## src/rtl/pipe_stage_skid_reg.sv

```systemverilog
// Fetch/decode boundary register with a 2-entry skid buffer, valid/ready handshake and flush.
// Optional saturating stall/flush counters when PSR_PERF_CNT_EN is defined.
module pipe_stage_skid_reg #(
  parameter int unsigned         PC_W         = 32,
  parameter int unsigned         INSTR_W      = 32,
  parameter logic [INSTR_W-1:0]  BUBBLE_INSTR = '0
`ifdef PSR_PERF_CNT_EN
  ,
  parameter int unsigned         CNT_W        = 16
`endif
) (
  input  logic               clk,
  input  logic               rst,
  input  logic               flush,
  input  logic               in_valid,
  output logic               in_ready,
  input  logic [PC_W-1:0]    in_pc,
  input  logic [INSTR_W-1:0] in_instr,
  output logic               out_valid,
  input  logic               out_ready,
  output logic [PC_W-1:0]    out_pc,
  output logic [INSTR_W-1:0] out_instr
`ifdef PSR_PERF_CNT_EN
  ,
  output logic [CNT_W-1:0]   stall_cnt,
  output logic [CNT_W-1:0]   flush_cnt
`endif
);

  logic               main_valid_q, main_valid_d;
  logic               skid_valid_q, skid_valid_d;
  logic [PC_W-1:0]    main_pc_q, main_pc_d;
  logic [PC_W-1:0]    skid_pc_q, skid_pc_d;
  logic [INSTR_W-1:0] main_instr_q, main_instr_d;
  logic [INSTR_W-1:0] skid_instr_q, skid_instr_d;
  logic               in_ready_q, in_ready_d;
  logic               in_fire, out_fire;

  assign in_fire  = in_valid & in_ready_q;
  assign out_fire = main_valid_q & out_ready;

  always_ff @(posedge clk or posedge rst) begin
    if (rst) begin
      main_valid_q <= 1'b0;
      skid_valid_q <= 1'b0;
      main_pc_q    <= '0;
      skid_pc_q    <= '0;
      main_instr_q <= '0;
      skid_instr_q <= '0;
      in_ready_q   <= 1'b1;
    end else begin
      main_valid_q <= main_valid_d;
      skid_valid_q <= skid_valid_d;
      main_pc_q    <= main_pc_d;
      skid_pc_q    <= skid_pc_d;
      main_instr_q <= main_instr_d;
      skid_instr_q <= skid_instr_d;
      in_ready_q   <= in_ready_d;
    end
  end

  always_comb begin
    main_valid_d = main_valid_q;
    skid_valid_d = skid_valid_q;
    main_pc_d    = main_pc_q;
    skid_pc_d    = skid_pc_q;
    main_instr_d = main_instr_q;
    skid_instr_d = skid_instr_q;
    if (flush) begin
      // A same-cycle out_fire has already been taken downstream; only held state is dropped.
      main_valid_d = 1'b0;
      skid_valid_d = 1'b0;
      main_pc_d    = '0;
      skid_pc_d    = '0;
      main_instr_d = '0;
      skid_instr_d = '0;
    end else if (skid_valid_q) begin
      if (out_fire) begin
        main_pc_d    = skid_pc_q;
        main_instr_d = skid_instr_q;
        skid_valid_d = 1'b0;
        skid_pc_d    = '0;
        skid_instr_d = '0;
      end
    end else if (main_valid_q) begin
      if (out_fire && in_fire) begin
        main_pc_d    = in_pc;
        main_instr_d = in_instr;
      end else if (out_fire) begin
        main_valid_d = 1'b0;
      end else if (in_fire) begin
        skid_valid_d = 1'b1;
        skid_pc_d    = in_pc;
        skid_instr_d = in_instr;
      end
    end else if (in_fire) begin
      main_valid_d = 1'b1;
      main_pc_d    = in_pc;
      main_instr_d = in_instr;
    end
    // Registered ready: derived from next skid state, never from out_ready combinationally.
    in_ready_d = ~skid_valid_d;
  end

  always_comb begin
    in_ready  = in_ready_q;
    out_valid = main_valid_q;
    out_pc    = main_valid_q ? main_pc_q : '0;
    out_instr = main_valid_q ? main_instr_q : BUBBLE_INSTR;
  end

`ifdef PSR_PERF_CNT_EN
  logic [CNT_W-1:0] stall_cnt_q, stall_cnt_d;
  logic [CNT_W-1:0] flush_cnt_q, flush_cnt_d;

  always_ff @(posedge clk or posedge rst) begin
    if (rst) begin
      stall_cnt_q <= '0;
      flush_cnt_q <= '0;
    end else begin
      stall_cnt_q <= stall_cnt_d;
      flush_cnt_q <= flush_cnt_d;
    end
  end

  always_comb begin
    stall_cnt_d = stall_cnt_q;
    flush_cnt_d = flush_cnt_q;
    if (main_valid_q && !out_ready && (stall_cnt_q != '1)) begin
      stall_cnt_d = stall_cnt_q + 1'b1;
    end
    if (flush && (flush_cnt_q != '1)) begin
      flush_cnt_d = flush_cnt_q + 1'b1;
    end
  end

  assign stall_cnt = stall_cnt_q;
  assign flush_cnt = flush_cnt_q;
`endif

endmodule

```

## config.mk

```make
export PLATFORM = sky130hd
export DESIGN_NAME = pipe_stage_skid_reg
export DESIGN_NICKNAME = d
export VERILOG_FILES = /design/src/rtl/pipe_stage_skid_reg.sv
export SDC_FILE = /design/constraint.sdc
export NUM_CORES = 1
export LEC_CHECK = 0
export BUFFER_PORTS_ARGS = -buffer_cell sky130_fd_sc_hd__clkbuf_2
export CAP_MARGIN = 20
export CORE_MARGIN = 1
export CORE_UTILIZATION = 35
export DETAILED_ROUTE_END_ITERATION = 12
export PLACE_DENSITY = 0.58
export SYNTH_ARGS = -nofsm -noshare
export SYNTH_HDL_FRONTEND = slang
export SYNTH_SLANG_ARGS = --single-unit
```

## constraint.sdc

```tcl
create_clock -name clk -period 5.5 [get_ports clk]
set_clock_uncertainty 0.05 [all_clocks]
set_input_delay 1.1 -clock clk [delete_from_list [all_inputs] [get_ports clk]]
set_output_delay 1.1 -clock clk [all_outputs]
set_load 0.02 [all_outputs]
```

==> run_results.csv <==
group,metric,value,unit
floorplanning,die_area,19700,sq um
clock_network,postCtsSetupBuffers,0,
critical_path,crit_buf_inv,1,
layout,nNetsFinal,766,
timing,finalCriticalPeriod,3.07,ns
clock_network,cts_root_buf,"clkbuf_16",
outcome,status,"complete, no violations",
synth,synthCells,595,
grt,use_met2,0.282,
timing,whs,0.466,ns
floorplanning,die-width,140,microns
floorplanning,initial_utilization,0.357,
power,power.clock.fraction,0.426,
critical_path,cp_cell_sequence,"and2_1, clkbuf_2",
timing,tns,0,ns
layout,drive_above_1_share,0.335,
place,gp_congestion,0.746,
timing,setup_viol,0,
critical_path,crit_fanout,72,
clock_network,clock_sinks,131,
grt,overflow,0,
critical_path,r2r_end,"skid_pc_q[27]",
detailed_routing,drt_pre_antenna_iters,4,
power,net-switching-power,0.603,mW
grt,grt_util_met1,0.190,
floorplanning,num_rows,50,
place,dp_hpwl,9870,microns
place,place_area,7340,sq um
timing,max_clock_freq,326,MHz
timing,drv_slew,0,
timing,finalHoldViolCount,0,
grt,grt_pass1_wl,25000,microns
critical_path,rr_startpoint,"skid_valid_q",
critical_path,r2r_setup_slack,2.69,ns
power,power_frac_seq,0.443,
timing,max_slew_margin,0.329,
clock_network,clockBufferDepth,2,
grt,grtUsageMet3,0.0393,
place,place_inst,911,
detailed_routing,via_count,4751,
critical_path,rr_worst_depth,4,
synth,netlist_area,6710,sq um
detailed_routing,wl_per_cell,16.1,microns
power,sw_frac_of_total,0.250,
power,irDropWorstVdd,0.213,mV
clock_network,cts_resized,0,
grt,gr-max-usage-layer,"met2",
timing,setup_ws,2.43,ns
place,io_buffers,134,
floorplanning,fp.dieH,140,microns
critical_path,critPathCaptureType,"output pin",
grt,antenna_found_initial,0,
power,combPwrFrac,0.130,
layout,area_growth,17.9,%
power,power.density,305,nW/um^2
grt,grt_use_total,0.163,
critical_path,critPathMaxStageDelay,1.03,ns
detailed_routing,ant_nets,0,
critical_path,cp-startpoint,"out_valid",
place,post-place-ws,2.53,ns
floorplanning,ioPinCount,135,
layout,finalCoreUtilization,0.421,
layout,instances_no_fill,942,
critical_path,critical_path_class,"flop to output pin",
critical_path,cp.depth,2,
grt,grt_max_degree,85,
synth,ys_seq_area_frac,0.489,
clock_network,holdBufCountCts,0,
floorplanning,core-area,18800,sq um
detailed_routing,via_per_inst,5.04,
clock_network,cts_tree,"done",
power,p_leak,3.91,nW
clock_network,htreeDepth,4,
layout,fin_area,7910,sq um
detailed_routing,routed_wl,15200,microns
clock_network,cts_inserted_buffers,17,
critical_path,critical_path.endpoint,"out_pc[14]",
critical_path,slowest_stage,"dfrtp_2",
timing,timing.final.crit_share,0.558,
critical_path,arrival,1.92,ns
power,total_power,2.41,mW
synth,ys_warn_count,0,
critical_path,critPathLaunchType,"flop",
synth,synth_seq_cells,131,
synth,yosys.cell_types.count,28,
grt,grt_pass1_vias,4963,
synth,avgSynthCellArea,11.3,sq um
synth,synth_nets,664,
detailed_routing,drcViolationCount,0,
worst_hold_path,min_path_type,"flop to flop",
timing,worst_pin_slew,1.01,ns
critical_path,crit_family,"flip-flops",
timing,rsz0062_at_grt,"no",
clock_network,clock_latency,0.41,ns
critical_path,required,4.35,ns
detailed_routing,drt_iter0_drc,201,
power,p_int,1.81,mW
layout,antenna_cells,0,
clock_network,cts.clk_slew.worst_paths,0.05,ns
flow_run,drv_cap,0,
==> worst min-delay path by stage <==
stage                                 from          endpoint  depth (start not counted)
after floorplan           skid_instr_q[10]  skid_instr_q[10]                          1
after global placement    skid_instr_q[26]  skid_instr_q[26]                          1
after detailed placement  skid_instr_q[10]  skid_instr_q[10]                          1
after CTS                 skid_instr_q[10]  skid_instr_q[10]                          1
after global routing         skid_pc_q[29]     skid_pc_q[29]                          1
final                     skid_instr_q[10]  skid_instr_q[10]                          1
==> cell families after synthesis <==
| group | count (synthesis) | synth area share |
|---|---|---|
| compound gates | 72 | 0.105 |
| flops | 131 | 0.489 |
| buf+inv | 61 | 0.0617 |
| simple gates | 205 | 0.145 |
| mux | 126 | 0.200 |
==> worst register-to-register path, delay by kind of cell, from the launching register on <==
family,cells,cell delay [ns]
simple gates,1,0.32
flops,1,1.03
compound gates,2,0.81
buf+inv,1,0.55
==> registers in the layout, indices dropped and copies added (netlist names) <==
signal        cells
skid_pc_q        32
main_pc_q        32
in_ready          1
skid_instr_q     32
main_instr_q     32
skid_valid_q      1
out_valid         1
==> per-layer routing <==
layer,share of wire,vias to the layer above
met3,0.045,20
met1,0.43,2341
met4,0.023,0
met2,0.50,98
met5,0,-
li1,-,2292
==> final cells by class <==
| type | count | area, sq um |
|---|---|---|
| clock buffers | 24 | 482 |
| well taps | 234 | 293 |
| fillers | 1804 | 10900 |
| multi-input cells | 403 | 3020 |
| flip-flops and latches | 131 | 3280 |
| repair buffers | 140 | 748 |
| clock inverters | 6 | 55.1 |
| inverters | 4 | 22.5 |
==> cell usage in the layout (no fill, tap or decap), types with 2 or more instances in the layout <==
master,count
clkbuf_1,4
nor2b_1,3
and2_1,65
a32o_1,62
buf_4,4
clkbuf_8,3
mux2_2,62
o2bb2ai_1,2
mux2i_1,64
a21o_1,2
nand2_1,128
a21oi_1,2
nand2b_1,3
clkbuf_2,134
inv_1,2
dfrtp_1,128
clkbuf_16,17
clkinv_2,5
==> synth_stat cells <==
cell type  instances  area [sq um]
and2_1            66           413
a21oi_1            2          10.0
dfrtp_1          130          3250
buf_1              2          7.51
nor2b_1            3          18.8
a31oi_1            1          6.26
clkbuf_1          23          86.3
and3b_1            1          8.76
mux2i_1           64           641
nor2_1             1          3.75
a211o_1            2          17.5
o2bb2ai_1          2          17.5
a32o_1            62           621
nand2b_1           3          18.8
buf_4              2          15.0
and4bb_4           1          16.3
a21o_1             2          15.0
buf_2             16          80.1
nand3_1            1          5.00
buf_6              8          90.1
inv_2              1          3.75
dfstp_2            1          26.3
inv_1              3          11.3
nand2_1          128           480
buf_12             6           120
nor3b_1            1          7.51
o21ai_4            1          16.3
mux2_2            62           698
==> power groups by stage <==
stage / clock network [mW] / registers, mW / logic [mW]
after floorplan: 0 / 1.06 / 0.275
final: 1.03 / 1.07 / 0.315
after detailed placement: 0 / 1.09 / 0.317
after CTS: 1.06 / 1.07 / 0.319
after global routing: 1.10 / 1.08 / 0.348
after global placement: 0 / 1.08 / 0.310
(Power assumes the default switching activity.)
